## src/rtl/addsub_pkg.sv

```systemverilog
// Shared opcode and FSM state definitions for the add/subtract accumulator.
package addsub_pkg;

  localparam logic [1:0] OP_SUB  = 2'd0;
  localparam logic [1:0] OP_ADD  = 2'd1;
  localparam logic [1:0] OP_HOLD = 2'd2;
  localparam logic [1:0] OP_RSV  = 2'd3;

  typedef enum logic [1:0] {
    S_IDLE = 2'd0,
    S_RUN  = 2'd1,
    S_DONE = 2'd2
  } state_e;

endpackage

```

## src/rtl/addsub_core.sv

```systemverilog
// Combinational add/subtract unit with carry/borrow out.
// Saturating mode is enabled by defining ADDSUB_ACCUM_SAT_EN.
module addsub_core
  import addsub_pkg::*;
#(
  parameter int unsigned SIZE = 4
) (
  input  logic [SIZE-1:0] left,
  input  logic [SIZE-1:0] right,
  input  logic [1:0]      op,
  output logic [SIZE-1:0] sum,
  output logic            carry
);

  logic [SIZE:0] ext;

  always_comb begin
    ext = {1'b0, left};
    case (op)
      OP_ADD:  ext = {1'b0, left} + {1'b0, right};
      // Top bit of the widened difference is the borrow.
      OP_SUB:  ext = {1'b0, left} - {1'b0, right};
      default: ext = {1'b0, left};
    endcase
    carry = ext[SIZE];
`ifdef ADDSUB_ACCUM_SAT_EN
    if (carry) begin
      sum = (op == OP_ADD) ? '1 : '0;
    end else begin
      sum = ext[SIZE-1:0];
    end
`else
    sum = ext[SIZE-1:0];
`endif
  end

endmodule

```

## src/rtl/addsub_accum.sv

```systemverilog
// Sequencing accumulator around addsub_core: start/init, handshaked beats, done pulse,
// sticky ovf/err flags. Saturation selected by ADDSUB_ACCUM_SAT_EN (see addsub_core).
module addsub_accum
  import addsub_pkg::*;
#(
  parameter int unsigned SIZE   = 4,
  parameter int unsigned MAXLEN = 8
) (
  input  logic            clk,
  input  logic            rst,
  input  logic            start,
  input  logic [SIZE-1:0] init,
  input  logic            in_valid,
  output logic            in_ready,
  input  logic [SIZE-1:0] in_data,
  input  logic [1:0]      in_op,
  input  logic            in_last,
  output logic            busy,
  output logic            done,
  output logic [SIZE-1:0] result,
  output logic            ovf,
  output logic            err
);

  localparam int unsigned CntW = $clog2(MAXLEN + 1);

  state_e          state_q, state_d;
  logic [SIZE-1:0] acc_q, acc_d;
  logic [CntW-1:0] cnt_q, cnt_d, cnt_inc;
  logic            ovf_q, ovf_d;
  logic            err_q, err_d;
  logic            ready_q, ready_d;
  logic            busy_q, busy_d;
  logic            done_q, done_d;
  logic [SIZE-1:0] core_sum;
  logic            core_carry;

  addsub_core #(
    .SIZE(SIZE)
  ) u_core (
    .left (acc_q),
    .right(in_data),
    .op   (in_op),
    .sum  (core_sum),
    .carry(core_carry)
  );

  assign cnt_inc = cnt_q + CntW'(1);

  always_comb begin
    state_d = state_q;
    acc_d   = acc_q;
    cnt_d   = cnt_q;
    ovf_d   = ovf_q;
    err_d   = err_q;
    case (state_q)
      S_IDLE: begin
        if (start) begin
          acc_d   = init;
          cnt_d   = '0;
          ovf_d   = 1'b0;
          err_d   = 1'b0;
          state_d = S_RUN;
        end
      end
      S_RUN: begin
        if (in_valid) begin
          acc_d = core_sum;
          ovf_d = ovf_q | core_carry;
          err_d = err_q | (in_op == OP_RSV);
          cnt_d = cnt_inc;
          if (in_last || (cnt_inc == CntW'(MAXLEN))) begin
            state_d = S_DONE;
          end
        end
      end
      S_DONE:  state_d = S_IDLE;
      default: state_d = S_IDLE;
    endcase
    // Handshake/status outputs are registered from the next state.
    ready_d = (state_d == S_RUN);
    busy_d  = (state_d != S_IDLE);
    done_d  = (state_d == S_DONE);
  end

  always_ff @(posedge clk or negedge rst) begin
    if (!rst) begin
      state_q <= S_IDLE;
      acc_q   <= '0;
      cnt_q   <= '0;
      ovf_q   <= 1'b0;
      err_q   <= 1'b0;
      ready_q <= 1'b0;
      busy_q  <= 1'b0;
      done_q  <= 1'b0;
    end else begin
      state_q <= state_d;
      acc_q   <= acc_d;
      cnt_q   <= cnt_d;
      ovf_q   <= ovf_d;
      err_q   <= err_d;
      ready_q <= ready_d;
      busy_q  <= busy_d;
      done_q  <= done_d;
    end
  end

  assign in_ready = ready_q;
  assign busy     = busy_q;
  assign done     = done_q;
  assign result   = acc_q;
  assign ovf      = ovf_q;
  assign err      = err_q;

endmodule

```

## config.mk

```make
export PLATFORM = sky130hd
export DESIGN_NAME = addsub_accum
export DESIGN_NICKNAME = d
export VERILOG_FILES = /design/src/rtl/addsub_pkg.sv /design/src/rtl/addsub_core.sv /design/src/rtl/addsub_accum.sv
export SDC_FILE = /design/constraint.sdc
export NUM_CORES = 1
export LEC_CHECK = 0
export ABC_AREA = 1
export BUFFER_PORTS_ARGS = -buffer_cell sky130_fd_sc_hd__buf_2
export CAP_MARGIN = 0
export CORE_AREA = 2 2 46 48
export CTS_CLUSTER_SIZE = 8
export DETAILED_ROUTE_END_ITERATION = 10
export DIE_AREA = 0 0 48 50
export GPL_ROUTABILITY_DRIVEN = 0
export PLACE_DENSITY = 0.83
export SKIP_LAST_GASP = 1
export SYNTH_ARGS = -nofsm -noshare
export SYNTH_HDL_FRONTEND = slang
export SYNTH_SLANG_ARGS = --single-unit
```

## constraint.sdc

```tcl
create_clock -name clk -period 1.9 [get_ports clk]
set_clock_uncertainty 0.05 [all_clocks]
set_input_delay 0.19 -clock clk [delete_from_list [all_inputs] [get_ports clk]]
set_output_delay 0.19 -clock clk [all_outputs]
set_load 0.1 [all_outputs]
```

After elaboration in Yosys (flattened, before gate mapping). Index checks and enable logic that the tools add are counted.

Register bits after elaboration: 15. Input bits: 15. Logic and storage cells: 45. Output and inout port bits: 9.

Bitwise logic cells: 2. Add/sub/neg operators: 3. Equality and inequality tests: 9. Reductions and logical operators: 7. Multiplexer cells: 16.

Operator list (count): $mux W4 (4); $pmux W4 S2 (2); $pmux W5 S2 (1); $eq A2 B1 Y1 const B (3); $mux W2 (3); $add A4 B4 Y5 (1); $sub A4 B4 Y5 (1); $add A4 B1 Y4 const B (1); $eq A2 B2 Y1 const B (2); $eq A4 B4 Y1 const B (1); $logic_not A2 Y1 (2); $ne A2 B2 Y1 const B (2); $pmux W1 S2 (2); $pmux W2 S2 (1); $reduce_and A4 Y1 (1); $reduce_bool A2 Y1 (2); $mux W1 (3); $ne A3 B1 Y1 const B (1); $reduce_and A3 Y1 (1); $or A1 B1 Y1 (2); $logic_or A1 B1 Y1 (1).

Depth between registers and ports, before layout. Gate-level depths: netlist of the first run.

Depth in word-level cells: 7. Depth in mapped cells: 11. Mapped depth without buffers: 11.

Cells and area by module. A second synthesis of the first run with hierarchy kept.

Cell total of the unflattened synthesis: 134. Area, all modules: 991.0 sq um.

By module, submodules not included: addsub_accum (instances 1, seq. area each 375.4 sq um, cells each 74, area an instance 679.4 sq um); addsub_core (instances 1, seq. area each 0.0 sq um, cells each 60, area an instance 311.5 sq um).

Least setup slack after synthesis of the first run. No wires, ideal clock.

Kind: register -> register. From: register acc_q[0] (netlist: result[0]). To: register ovf_q (netlist: ovf). Path buffers: 0. Clock period less this slack: 2.034 ns. Path slack: -0.134 ns. Required time: 1.773 ns. Library setup time: 0.077 ns. Data arrival time: 1.906 ns. Stages on the path, launching flop included: 11. Cells stage by stage: dfrtp_1 inv_1 ha_1 inv_1 fa_1 inv_1 nor2_1 nor2_1 nand2_1 nand3_1 a21oi_1.

Word-level cells in the longest chain between the ends: 5. Elaborated cells between the ends (all ways): 6. Classes of those cells: add/sub: 2; mux: 3; bitwise: 1.

Ends and longest elaborated chain: start: declaration (line addsub_accum.sv:28) `logic [SIZE-1:0] acc_q, acc_d;`; start signal: assignment (line addsub_accum.sv:89) `acc_q <= '0;`; start signal: assignment (line addsub_accum.sv:98) `acc_q <= acc_d;`; $sub A4 B4 Y5 or $add A4 B4 Y5 (tied branches) (line addsub_core.sv:22, addsub_core.sv:20); $pmux W5 S2 (*) (line addsub_core.sv:19) `case (op)`; $or A1 B1 Y1 (*) (line addsub_accum.sv:69) `ovf_d = ovf_q | core_carry;`; $mux W1 (*) (line addsub_accum.sv:67) `if (in_valid) begin`; $pmux W1 S2 (*) (line addsub_accum.sv:56) `case (state_q)`; end signal: assignment (line addsub_accum.sv:100) `ovf_q <= ovf_d;`; end: declaration (line addsub_accum.sv:30) `logic ovf_q, ovf_d;`.

Every way passes the cells marked *; elsewhere a longest branch is shown, timed or not. The select of a mux whose other input is x is not followed. A chain may end at the register's enable or synchronous reset.

Worst setup path in the final report of the first run. Ends and elaborated chain as after synthesis.

==> flow_summary.json, run 1 <==
{
  "status": "finished, final reports clean",
  "fin_crit_sh_pct": 88.5,
  "postSynthAreaPerCell_um2": 7.92,
  "clk_pin_slew_ns": 0.09,
  "grt_pass1_wl_mm": 3.08,
  "critPathSlowestCell": "fa_1",
  "drcViolationCount": 0,
  "start_util_pct": 47.9,
  "wl_mm": 1.94,
  "cts-resized-gates": 0,
  "ant_nets": 0,
  "nets": 167,
  "cp_num_buf_inv": 2,
  "critPathMaxStageDelay_ns": 0.41,
  "antenna_found_initial": 0,
  "fin_crit_ns": 1.68,
  "std_cell_rows": 16,
  "drive_above_1_share_pct": 22.9,
  "cts.sinks": 15,
  "drv_slew": 0,
  "yosys_warnings": 0,
  "syn_nets": 137,
  "clk_latency_ns": 0.28,
  "cp_common_cell": "nand3_1",
  "yosysSeqAreaShare_pct": 41.2,
  "wl_per_cell_um": 11.3,
  "core_region_area_mm2": 0.00190,
  "min_path_type": "in -> reg",
  "crit_chain": "inv_1, ha_1, inv_1, fa_1, nand3_1, nand3_1, nand2_1, nand3_1, a21oi_1",
  "r2r_slack_ns": 0.22,
  "synth_area_um2": 911,
  "cts_tree": "yes",
  "worst_pin_slew_ns": 0.485,
  "critPathLaunchType": "flip-flop",
  "post-cts-setup-buffers": 0,
  "whs_ns": 0.106,
  "first_global_vias": 802,
  "grt.total_usage_pct": 18.2,
  "setup_tns_ns": 0,
  "cts_buffer_depth": 2,
  "h-tree-depth": 1,
  "fmax_mhz": 595,
  "setup_violations": 0,
  "die_w_um": 48,
  "fp.dieH_um": 50,
  "crit_fanout": 3,
  "maxCapViolations": 0,
  "area_growth_syn_to_layout_pct": 21.4,
  "critPathArrivalTime_ns": 1.83,
  "hold_viol_final": 0,
  "grt_max_degree": 16,
  "dp_hpwl_mm": 1.61,
  "numCtsBuffers": 3,
  "end_kind": "flip-flop",
  "worstPathRequired_ns": 2.05,
  "synth_cell_types": 20,
  "vias": 855,
  "vias_per_cell": 5.00,
  "relSlewSlack_pct": 67.9,
  "drt_iter0_markers": 15,
  "dieArea_mm2": 0.00240,
  "ioPinCount": 24,
  "cts_hold_buf": 1,
  "io_buffer_count": 23,
  "critPathKind": "reg -> reg",
  "grt_setup_unrepaired": "no",
  "antenna_cells": 0,
  "critPathTopFamily": "adder cells",
  "dr.pass1.iters": 4,
  "cts_root_buffer": "clkbuf_4",
  "ys_ff_latch": 15,
  "synthCells": 115,
  "overflow": 0
}
kinds of logic (layout without fill, tap and decap cells):
kind of cell / Yosys count / count (layout) / share of synthesized area (%)
AO/OA/AOI/OAI: 19 / 19 / 11.7
XOR/XNOR: 3 / 3 / 2.89
adder cells (fa/ha/maj): 7 / 7 / 10.4
buffers and inverters: 16 / 45 / 6.59
flip-flops: 15 / 15 / 41.2
AND/OR/NAND/NOR: 55 / 55 / 27.2
worst register-to-register path: cells and delay by family, from the launching register on:
kind | cells | cell delay, ns
flip-flops | 1 | 0.40
buffers and inverters | 2 | 0.15
AO/OA/AOI/OAI | 1 | 0.14
AND/OR/NAND/NOR | 4 | 0.30
adder cells (fa/ha/maj) | 2 | 0.56
metrics by stage:
step	utilization, %	std cells	worst slack, ns	area, µm²
finish	58.2	171	0.219	1110
global placement	56.3	166	0.0738	1070
global route	58.2	171	0.0909	1110
floorplan	-	115	0.0126	913
CTS	58.2	171	0.205	1110
detailed placement	56.3	166	0.0251	1070
per-layer routing:
metal	wire (µm)	up-vias	share of wire [%]	GRT usage (%)
li1	-	436	-	-
met1	821	396	42	19.7
met2	1040	19	53	32.9
met3	61	4	3.1	3.30
met4	20	0	1.0	6.76
met5	0	-	0	0
path summary, 6_finish.rpt:
kind / from / end / cells past startpoint
hold / removal: init[2] / result[2]$_DFFE_PN0P_ / 3
setup reg to reg: result[0]$_DFFE_PN0P_ / ovf$_DFFE_PN0P_ / 9
setup / recovery: result[0]$_DFFE_PN0P_ / ovf$_DFFE_PN0P_ / 9
min in group asynchronous: rst / cnt_q[3]$_DFFE_PN0P_ / 2
hold reg to reg: err$_DFFE_PN0P_ / err$_DFFE_PN0P_ / 2
max in group asynchronous: rst / result[2]$_DFFE_PN0P_ / 2
layout make-up:
| cell class | instances | area (µm²) |
|---|---|---|
| repair buffers | 25 | 133 |
| fillers | 187 | 796 |
| well taps | 27 | 33.8 |
| multi-input cells | 84 | 475 |
| flip-flops and latches | 15 | 378 |
| inverters | 16 | 60.1 |
| clock buffers | 4 | 26.3 |
placed cells by master, fill, tap and decap left out, types with 2 or more instances in the layout:
cell type and count:
a21oi_1 8, a31oi_1 4, buf_2 23, clkbuf_4 3, dfrtp_1 13, dfrtp_2 2, ha_1 6, inv_1 15
nand2_1 24, nand3_1 9, nand3b_1 3, nor2_1 15, o21ai_0 4, xor2_1 3
registers in the layout (all words and copies together), names as in the netlist:
name      flops
cnt_q         4
result        4
state_q       2
busy          1
done          1
err           1
in_ready      1
ovf           1
cells in the mapped netlist, drive strengths merged:
master / number / area share, %
o31ai: 1 / 0.82
inv: 16 / 6.6
nand3: 10 / 6.0
ha: 6 / 8.2
xor2: 3 / 2.9
o22ai: 1 / 0.69
nand2: 25 / 11
nand3b: 3 / 2.5
a21oi: 8 / 4.4
fa: 1 / 2.2
o21ai: 4 / 2.2
nor2: 16 / 7.4
dfrtp: 15 / 41
a31oi: 4 / 2.7
a21boi: 1 / 0.82
nand4: 1 / 0.69
Power of run 1 is not shown: default switching activity piles up to over one toggle a cycle in this logic, so the estimate is an artifact.
==> run 2: changes to the inputs <==
--- a/config.mk
+++ b/config.mk
@@ -13,7 +13,7 @@
 export DETAILED_ROUTE_END_ITERATION = 10
 export DIE_AREA = 0 0 48 50
 export GPL_ROUTABILITY_DRIVEN = 0
-export PLACE_DENSITY = 0.83
+export PLACE_DENSITY = 0.8
 export SKIP_LAST_GASP = 1
 export SYNTH_ARGS = -nofsm -noshare
 export SYNTH_HDL_FRONTEND = slang
==> run 2 against run 1 <==
Compared with the run above:
- maximum frequency grew 1.2%
- die area unchanged
- final cell count unchanged
- utilization unchanged
- first-iteration DRC count unchanged
- global-route usage rose by 0.21 points
==> flow_summary.json, run 2 (synthesized netlist as in run 1, its figures left out) <==
{
  "drv_slew": 0,
  "critPathSlowestCell": "fa_1",
  "grt_setup_unrepaired": "no",
  "vias_per_cell": 5.06,
  "cts_root_buffer": "clkbuf_4",
  "critPathKind": "reg -> reg",
  "fp.dieH_um": 50,
  "hold_viol_final": 0,
  "fmax_mhz": 602,
  "first_global_vias": 783,
  "grt.total_usage_pct": 18.4,
  "die_w_um": 48,
  "dp.cells": 166,
  "worst_pin_slew_ns": 0.484,
  "cts_hold_buf": 1,
  "drt_iter0_markers": 15,
  "min_path_type": "in -> reg",
  "critPathTopFamily": "adder cells",
  "nets": 167,
  "clk_latency_ns": 0.28,
  "crit_fanout": 3,
  "vias": 865,
  "worstPathRequired_ns": 2.06,
  "fin_crit_sh_pct": 87.4,
  "setup_tns_ns": 0,
  "maxCapViolations": 0,
  "r2r_slack_ns": 0.24,
  "cts_buffer_depth": 2,
  "end_kind": "flip-flop",
  "final_common_cell": "nand2_1",
  "dp_hpwl_mm": 1.58,
  "grt_max_degree": 16,
  "mostFrequentLayoutCells": "nand2_1, buf_2, inv_1, nor2_1, dfrtp_1",
  "crit_chain": "inv_1, ha_1, inv_1, fa_1, nand3_1, nand3_1, nand2_1, nand3_1, a21oi_1",
  "dr.pass1.iters": 4,
  "cts.sinks": 15,
  "wl_mm": 1.87,
  "critPathLaunchType": "flip-flop",
  "cts_tree": "yes",
  "wl_per_cell_um": 10.9,
  "drive_above_1_share_pct": 22.9,
  "fin_crit_ns": 1.66,
  "clk_pin_slew_ns": 0.08,
  "setup_violations": 0,
  "relSlewSlack_pct": 67.9,
  "io_buffer_count": 23,
  "fill_cells": 188,
  "whs_ns": 0.107,
  "cp_common_cell": "nand3_1",
  "overflow": 0,
  "antenna_cells": 0,
  "drcViolationCount": 0,
  "cts-resized-gates": 0,
  "start_util_pct": 47.9,
  "critPathMaxStageDelay_ns": 0.41,
  "post-cts-setup-buffers": 0,
  "h-tree-depth": 1,
  "area_growth_syn_to_layout_pct": 21.4,
  "dieArea_mm2": 0.00240,
  "grt_pass1_wl_mm": 3.21,
  "ant_nets": 0,
  "status": "finished, final reports clean",
  "ioPinCount": 24,
  "core_region_area_mm2": 0.00190,
  "post-route-util_pct": 58.2,
  "critPathArrivalTime_ns": 1.82,
  "numCtsBuffers": 3,
  "std_cell_rows": 16,
  "antenna_found_initial": 0,
  "fin_cells": 171,
  "cp_num_buf_inv": 2
}
==> run 2: cell counts in the layout (fill, tap and decap cells not counted) <==
No cell type changed its count.
==> run 2: tightest hold or removal path: stages <==
cell and delay, ns:
buf_2 0.09, nand2_1 0.05, a31oi_1 0.07
==> run 2: final timing paths <==
path                                       start               endpoint  depth (start not counted)
max                        result[0]$_DFFE_PN0P_        ovf$_DFFE_PN0P_                          9
min                                      init[2]  result[2]$_DFFE_PN0P_                          3
max reg2reg                result[0]$_DFFE_PN0P_        ovf$_DFFE_PN0P_                          9
min reg2reg                      err$_DFFE_PN0P_        err$_DFFE_PN0P_                          2
max in group asynchronous                    rst  result[2]$_DFFE_PN0P_                          2
min in group asynchronous                    rst   cnt_q[0]$_DFFE_PN0P_                          2
==> run 2: per-stage QoR <==
| stage | worst slack [ns] | area [µm²] |
|---|---|---|
| after global placement | 0.0603 | 1070 |
| after floorplan | 0.0126 | 913 |
| after global routing | 0.119 | 1110 |
| after detailed placement | 0.0132 | 1070 |
| final | 0.239 | 1110 |
| after CTS | 0.231 | 1110 |
==> run 2: layout make-up <==
type	instances	area, µm²	area share, %
Tap cell	27	33.8	3.05
Clock buffer	4	26.3	2.38
Inverter	16	60.1	5.43
Sequential cell	15	378	34.2
Timing Repair Buffer	25	133	12.0
Multi-Input combinational cell	84	475	43.0
==> run 2: metal layers <==
metal	vias to the layer above	GRT usage (%)	routed length [µm]	part of all wire, %
met5	-	0	0	0
met4	0	5.41	24	1.3
met3	4	2.20	97	5.2
met2	22	30.4	949	51
met1	400	24.3	795	43
li1	439	-	-	-
Power of run 2 is left out for the same reason.
